--- config.mk ---
export PLATFORM = sky130hd
export DESIGN_NAME = imm_gen_pipe
export DESIGN_NICKNAME = d
export VERILOG_FILES = /design/src/rtl/imm_gen_pipe_pkg.sv /design/src/rtl/imm_gen_pipe_decode.sv /design/src/rtl/imm_gen_pipe.sv
export SDC_FILE = /design/constraint.sdc
export NUM_CORES = 1
export LEC_CHECK = 0
export ABC_AREA = 1
export BUFFER_PORTS_ARGS = -buffer_cell sky130_fd_sc_hd__buf_2
export CAP_MARGIN = 40
export CORE_MARGIN = 3
export CORE_UTILIZATION = 48
export CTS_CLUSTER_SIZE = 14
export DETAILED_ROUTE_END_ITERATION = 16
export GPL_TIMING_DRIVEN = 0
export PLACE_DENSITY = 0.87
export SYNTH_ARGS = -nofsm -noshare
export SYNTH_HDL_FRONTEND = slang
export SYNTH_HIERARCHICAL = 1
export SYNTH_SLANG_ARGS = --single-unit
--- constraint.sdc ---
create_clock -name clk -period 2 [get_ports clk]
set_clock_uncertainty 0.2 [all_clocks]
set_input_delay 0.2 -clock clk [delete_from_list [all_inputs] [get_ports clk]]
set_output_delay 0.2 -clock clk [all_outputs]
set_load 0.02 [all_outputs]
--- src/rtl/imm_gen_pipe_pkg.sv ---
// Shared definitions for the pipelined immediate generator.
// Latency: n/a (types, constants and a helper only).
// Backpressure: n/a.
// Contents: immediate format codes, base-ISA opcodes, shift funct3 values,
// and a helper that spots immediate-form shifts.
package imm_gen_pipe_pkg;

  localparam int IMM_TYPE_W = 3;

  typedef enum logic [IMM_TYPE_W-1:0] {
    IMM_NONE = 3'd0,
    IMM_I    = 3'd1,
    IMM_S    = 3'd2,
    IMM_B    = 3'd3,
    IMM_U    = 3'd4,
    IMM_J    = 3'd5,
    IMM_Z    = 3'd6
  } imm_type_e;

  localparam logic [6:0] OPC_LOAD      = 7'b0000011;
  localparam logic [6:0] OPC_STORE     = 7'b0100011;
  localparam logic [6:0] OPC_BRANCH    = 7'b1100011;
  localparam logic [6:0] OPC_JALR      = 7'b1100111;
  localparam logic [6:0] OPC_JAL       = 7'b1101111;
  localparam logic [6:0] OPC_ARI_ITYPE = 7'b0010011;
  localparam logic [6:0] OPC_ARI_RTYPE = 7'b0110011;
  localparam logic [6:0] OPC_LUI       = 7'b0110111;
  localparam logic [6:0] OPC_AUIPC     = 7'b0010111;
  localparam logic [6:0] OPC_SYSTEM    = 7'b1110011;

  localparam logic [2:0] F3_SLL = 3'b001;
  localparam logic [2:0] F3_SRX = 3'b101;

  // True for slli / srli / srai, whose immediate field carries a shamt.
  function automatic logic is_shift_imm(input logic [6:0] opc, input logic [2:0] f3);
    return (opc == OPC_ARI_ITYPE) && ((f3 == F3_SLL) || (f3 == F3_SRX));
  endfunction

endpackage

--- src/rtl/imm_gen_pipe_decode.sv ---
// Combinational immediate extraction for every base-ISA format plus CSR zimm.
// Latency: 0 cycles (pure combinational on inst).
// Backpressure: none; the enclosing pipeline decides when the result is captured.
// Ports: inst (32-bit instruction) in; imm (XLEN), imm_type (format code),
// illegal (opcode not recognised) out.
module imm_gen_pipe_decode
  import imm_gen_pipe_pkg::*;
#(
  parameter int XLEN       = 32,
  parameter int SHAMT_ZEXT = 0
) (
  input  logic [31:0]           inst,
  output logic [XLEN-1:0]       imm,
  output logic [IMM_TYPE_W-1:0] imm_type,
  output logic                  illegal
);

  logic [6:0] opcode;
  logic [2:0] funct3;

  assign opcode = inst[6:0];
  assign funct3 = inst[14:12];

  // Sign extension relies on size-casting a $signed operand to XLEN.
  always_comb begin
    imm      = '0;
    imm_type = IMM_NONE;
    illegal  = 1'b0;
    case (opcode)
      OPC_ARI_ITYPE, OPC_LOAD, OPC_JALR: begin
        imm_type = IMM_I;
        if ((SHAMT_ZEXT != 0) && is_shift_imm(opcode, funct3))
          // RV64 shifts use a 6-bit shamt, RV32 a 5-bit one.
          imm = (XLEN == 64) ? XLEN'(inst[25:20]) : XLEN'(inst[24:20]);
        else
          imm = XLEN'($signed(inst[31:20]));
      end
      OPC_STORE: begin
        imm_type = IMM_S;
        imm      = XLEN'($signed({inst[31:25], inst[11:7]}));
      end
      OPC_BRANCH: begin
        imm_type = IMM_B;
        imm      = XLEN'($signed({inst[31], inst[7], inst[30:25], inst[11:8], 1'b0}));
      end
      OPC_LUI, OPC_AUIPC: begin
        imm_type = IMM_U;
        // On RV64 the upper word follows inst[31].
        imm      = XLEN'($signed({inst[31:12], 12'b0}));
      end
      OPC_JAL: begin
        imm_type = IMM_J;
        imm      = XLEN'($signed({inst[31], inst[19:12], inst[20], inst[30:21], 1'b0}));
      end
      OPC_SYSTEM: begin
        imm_type = IMM_Z;
        imm      = XLEN'(inst[19:15]);
      end
      OPC_ARI_RTYPE: begin
        imm_type = IMM_NONE;
      end
      default: begin
        illegal = 1'b1;
      end
    endcase
  end

endmodule

--- src/rtl/imm_gen_pipe.sv ---
// Pipelined immediate generator feeding the execute operand mux and target adders.
// Latency: STAGES cycles from acceptance to out_valid; 1 result per cycle sustained.
// Backpressure: valid/ready; stalled stages hold payload, in_ready drops only when every stage is full and out_ready=0.
// Ports: clk, rst (sync, active-high), flush; in_valid/in_ready/inst in;
// out_valid/out_ready, imm, imm_type, illegal out.
module imm_gen_pipe
  import imm_gen_pipe_pkg::*;
#(
  parameter int XLEN       = 32,
  parameter int STAGES     = 1,
  parameter int SHAMT_ZEXT = 0
) (
  input  logic                  clk,
  input  logic                  rst,
  input  logic                  flush,
  input  logic                  in_valid,
  output logic                  in_ready,
  input  logic [31:0]           inst,
  output logic                  out_valid,
  input  logic                  out_ready,
  output logic [XLEN-1:0]       imm,
  output logic [IMM_TYPE_W-1:0] imm_type,
  output logic                  illegal
);

  typedef struct packed {
    logic [XLEN-1:0]       imm;
    logic [IMM_TYPE_W-1:0] imm_type;
    logic                  illegal;
  } payload_t;

  payload_t          dec_pay;
  payload_t          stage_pay [STAGES];
  logic              stage_vld [STAGES];
  payload_t          up_pay    [STAGES];
  logic              up_vld    [STAGES];
  // stage_load[STAGES] stands for the consumer, so the last stage needs no special case.
  logic [STAGES:0]   stage_load;

  imm_gen_pipe_decode #(
    .XLEN       (XLEN),
    .SHAMT_ZEXT (SHAMT_ZEXT)
  ) u_decode (
    .inst     (inst),
    .imm      (dec_pay.imm),
    .imm_type (dec_pay.imm_type),
    .illegal  (dec_pay.illegal)
  );

  // A stage loads when it is empty or its occupant moves on; this ripples
  // back from out_ready so a full pipeline still streams without bubbles.
  always_comb begin
    stage_load = '0;
    stage_load[STAGES] = out_ready;
    for (int k = STAGES - 1; k >= 0; k--) begin
      stage_load[k] = !stage_vld[k] || stage_load[k+1];
    end
  end

  // Upstream view of each stage; the flush-cycle input never enters.
  always_comb begin
    up_vld[0] = in_valid && !flush;
    up_pay[0] = dec_pay;
    for (int k = 1; k < STAGES; k++) begin
      up_vld[k] = stage_vld[k-1];
      up_pay[k] = stage_pay[k-1];
    end
  end

  for (genvar k = 0; k < STAGES; k++) begin : g_stage
    always_ff @(posedge clk) begin
      if (rst) begin
        stage_vld[k] <= 1'b0;
        stage_pay[k] <= '0;
      end else begin
        if (stage_load[k]) begin
          stage_vld[k] <= up_vld[k];
          stage_pay[k] <= up_pay[k];
        end
        // Flush wins over any load; the payload may go stale, valid gates it.
        if (flush) stage_vld[k] <= 1'b0;
      end
    end
  end

  assign in_ready  = stage_load[0];
  assign out_valid = stage_vld[STAGES-1];
  assign imm       = stage_pay[STAGES-1].imm;
  assign imm_type  = stage_pay[STAGES-1].imm_type;
  assign illegal   = stage_pay[STAGES-1].illegal;

endmodule

# Word level (Yosys, flattened, before mapping)
# Memory sizes are Yosys's and may differ from the RTL's.
# Index checks and enable logic that the tools add are counted.
classes:
  eq_ne: 10
  mux: 15
  n_reduce_logical: 9
op_table:
  columns: ["operator", "n"]
  rows:
  - ["$pmux W32 S6", 1]
  - ["$mux W36", 1]
  - ["$reduce_or A36 Y1", 1]
  - ["$eq A7 B7 Y1 const B", 4]
  - ["$eq A7 B6 Y1 const B", 3]
  - ["$pmux W3 S6", 1]
  - ["$eq A7 B5 Y1 const B", 2]
  - ["$mux W1", 12]
  - ["$reduce_or A10 Y1", 1]
  - ["$eq A7 B2 Y1 const B", 1]
  - ["$reduce_or A3 Y1", 1]
  - ["$logic_not A1 Y1", 2]
  - ["$reduce_or A2 Y1", 1]
  - ["$logic_and A1 B1 Y1", 1]
  - ["$logic_or A1 B1 Y1", 1]
  - ["$reduce_or A1 Y1", 1]
totals:
  reg_bits: 0
  mem_bits_rw: 37
  inputBits: 37
  out_inout_bits: 38
  mem_count: 2
mem_list:
  columns: ["memory", "words", "word_bits", "rd", "rd_clocked_by_memory_dff", "wr", "line", "source"]
  rows:
  - ["stage_pay", 1, 36, 1, 0, 1, "imm_gen_pipe.sv:33", "payload_t stage_pay [STAGES];"]
  - ["stage_vld", 1, 1, 1, 0, 2, "imm_gen_pipe.sv:34", "logic stage_vld [STAGES];"]

# Logic depth before layout (Yosys ltp)
depth:
  depth_word: 7
  mapped_depth: 11

# By module
# The synthesis kept the hierarchy.
modules_own_cells:
  columns: ["module", "n_inst", "cells_each", "area_each_um2", "seq_area_each_um2"]
  rows:
  - ["imm_gen_pipe", 1, 121, 1611.5, 1101.1]
  - ["imm_gen_pipe_decode", 1, 230, 1063.5, 0.0]

# Worst setup path after synthesis
# No wires, ideal clock.
synth_timing:
  path_kind: "register to register"
  startpoint: "mem stage_vld[0]"
  endpoint: "mem stage_pay[0][0] (netlist name) (enable)"
  arrival_ns: 1.379
  t_required_ns: 1.202
  setup_slack_ns: -0.177
  stages_incl_launch_ff: 2
  path_buffers: 0
  period_less_slack_ns: 2.177
  path_cell_list: "dfxtp_1 nand3_1"
synth_rtl:
  columns: ["element", "line"]
  rows:
  - ["start: declaration", "imm_gen_pipe.sv:34"]
  - ["end: declaration", "imm_gen_pipe.sv:33"]

==> flow_summary.yaml <==
status:
  status: "completed"
logic_synthesis:
  synth_mux_area_frac: 0
  synth_compound_area_frac: 0.00374
  syn_nets: 388
  synth_area_um2: 2680
  avgSynthCellArea_um2: 7.62
  synth_top_family_by_area: "simple AND/OR/NAND/NOR gates"
  synthXorXnorAreaFrac: 0
  synth_seq_area_share: 0.412
  yosys.area_share.simple: 0.429
  yosys_register_bits: 37
  synth_warnings: 6
  synthCells: 351
  synth_cell_types: 21
  synth_adder_area_share: 0
drt:
  ant_nets: 0
  drc_errors: 0
  viasPerCell: 4.73
  vias: 2393
  wl_um: 5850
  drt_first_pass_iters: 5
  drtIter0Drc: 180
  wl_per_cell_um: 11.6
cells_and_area:
  multi_input_area_um2: 1160
  regArea_um2: 1100
  most-common-layout-cells: "nand2_1 (81), buf_2 (78), inv_1 (65), nand3_1 (56), nor2_1 (38)"
  nets: 472
  fillCellCount: 455
  fin_util: 0.626
  antenna_cells: 0
  area_growth_pct: 22.5
  final_common_cell: "nand2_1"
  layout-drive-gt1-share: 0.339
floorplan:
  die_width_um: 80.7
  coreArea_um2: 5240
  start_util: 0.511
  die_h_um: 80.7
  ioPinCount: 75
  rows: 26
  dieArea_um2: 6500
power:
  p_leak_nw: 1.83
  peakVddDrop_v: 0.000249
  power_density_nw_per_um2: 501
sta:
  tightest_slew_ns: 0.386
  min_period_over_period: 0.808
  relSlewSlack: 0.743
  fmax_mhz: 619
  setup_viol_count_final: 0
  hold_viol: 0
  slew_viol_final: 0
  tns_ns: 0
  grt_setup_unrepaired: "no"
  finalCriticalPeriod_ns: 1.62
setup_path:
  worst-path-max-fanout: 1
  end_kind: "flip-flop"
  cp_common_cell: "dlygate4sd3_1"
  crit_required_ns: 2.01
  crit_chain: "dlygate4sd3_1 -> buf_2 -> inv_1 -> nand2_1 -> dlygate4sd3_1 -> a21oi_1"
  critPathSlowestCell: "dlygate4sd3_1"
  critPathLaunchType: "input pin"
  arrival_ns: 1.63
  path_class: "input pin to flip-flop"
  cpPeakStageDelay_ns: 0.55
placed_design:
  place_congestion: 0.873
  port_buffers: 73
  hpwl_um: 4540
global_routing:
  overflow: 0
  grt_pass1_vias: 2236
  grt_use_total: 0.193
  grt_antenna_before_repair: 0
  grt_max_degree: 37
  grt_pass1_wl_um: 9830
clock_tree:
  cts_sinks: 37
  cts_max_level: 2
  clk_path_buf_depth: 2
  cts_tree: "yes"
  path_clk_slew_ns: 0.07
  cts_setup_buffers: 0
  cts_root_buffer: "clkbuf_8"
  cts_buffers: 5
  clock_latency_ns: 0.29
worst_hold_path:
  hold_class: "input pin to flip-flop"
job:
  maxCapViolations: 0
cell families after synthesis:
group | Yosys count
simple gates | 226
buf+inv | 86
flops | 37
compound gates | 2
path summary, 6_finish.rpt:
| kind | endpoint | slack, ns | cells past startpoint | startpoint |
|---|---|---|---|---|
| worst max-delay path | stage_vld[0]$_SDFFE_PP0P_ | 0.38 | 6 | flush |
| worst max register to register | stage_pay[0][2]$_SDFFCE_PN0P_ | 0.47 | 2 | stage_vld[0]$_SDFFE_PP0P_ |
| worst min register to register | stage_vld[0]$_SDFFE_PP0P_ | 0.40 | 2 | stage_vld[0]$_SDFFE_PP0P_ |
| worst min-delay path | stage_vld[0]$_SDFFE_PP0P_ | 0.06 | 4 | out_ready |
state kept, by name, indices dropped and copies added (netlist names):
register   flops
stage_pay     36
stage_vld      1
cell type report:
class	instances	share of cell area
Clock inverter	3	0.00535
Timing Repair Buffer	77	0.129
Sequential cell	37	0.336
Clock buffer	5	0.0210
Tap cell	70	0.0267
Multi-Input combinational cell	228	0.355
Inverter	68	0.0779
Buffer	18	0.0489
synth_stat cells:
cell type | count | area share
dfxtp_1 | 1 | 0.0075
nand3_2 | 2 | 0.0075
nand2_2 | 3 | 0.0070
nand4_1 | 5 | 0.012
nand2_8 | 1 | 0.0075
o21ai_0 | 1 | 0.0019
nor2_4 | 11 | 0.046
nor2_1 | 38 | 0.053
nand3_1 | 57 | 0.11
nand2_4 | 3 | 0.013
inv_2 | 3 | 0.0042
nor2_2 | 23 | 0.054
buf_2 | 5 | 0.0094
edfxtp_1 | 36 | 0.40
buf_12 | 3 | 0.022
nand2_1 | 81 | 0.11
nor2_8 | 1 | 0.0075
buf_4 | 10 | 0.028
inv_1 | 65 | 0.091
a21oi_1 | 1 | 0.0019
nor3_1 | 1 | 0.0019
power breakdown:
part	leakage, nW	internal [mW]	switching (mW)
Sequential	0.443	0.866	0.00600
Clock	0.0439	0.240	0.265
Combinational	1.35	0.0964	0.170
what timing repair did:
action / 4_1_cts / 5_1_grt
gates resized for setup: 0 / 0
hold endpoints to repair: 1 / 0
hold buffers: 3 / 0
critical path: cells and delay by family:
family                 cells  cell delay [ns]
AO/OA/AOI/OAI              1             0.15
buffers and inverters      4             1.24
AND/OR/NAND/NOR            1             0.04
stage by stage:
stage          setup WS [ns]  total power, mW  area (µm²)  hold WS, ns  instances
6_report               0.384             1.64        3280       0.0552        506
5_1_grt                0.356             1.71        3280       0.0591        506
4_1_cts                0.138             1.65        3250       0.0300        505
3_5_place_dp           0.135             1.15        3130        0.239        494
3_3_place_gp           0.200             1.14        3130        0.223        494
2_1_floorplan          0.276             1.05        2680        0.129        351
metal layers:
metal / routed length [µm] / track usage / share of wire / up-vias
met5: 0 / 0 / 0 / -
met4: 163 / 0.0878 / 0.028 / 0
met3: 444 / 0.0303 / 0.076 / 17
met2: 2870 / 0.327 / 0.49 / 95
met1: 2380 / 0.240 / 0.41 / 1035
li1: - / - / - / 1246
(Power assumes the default switching activity.)
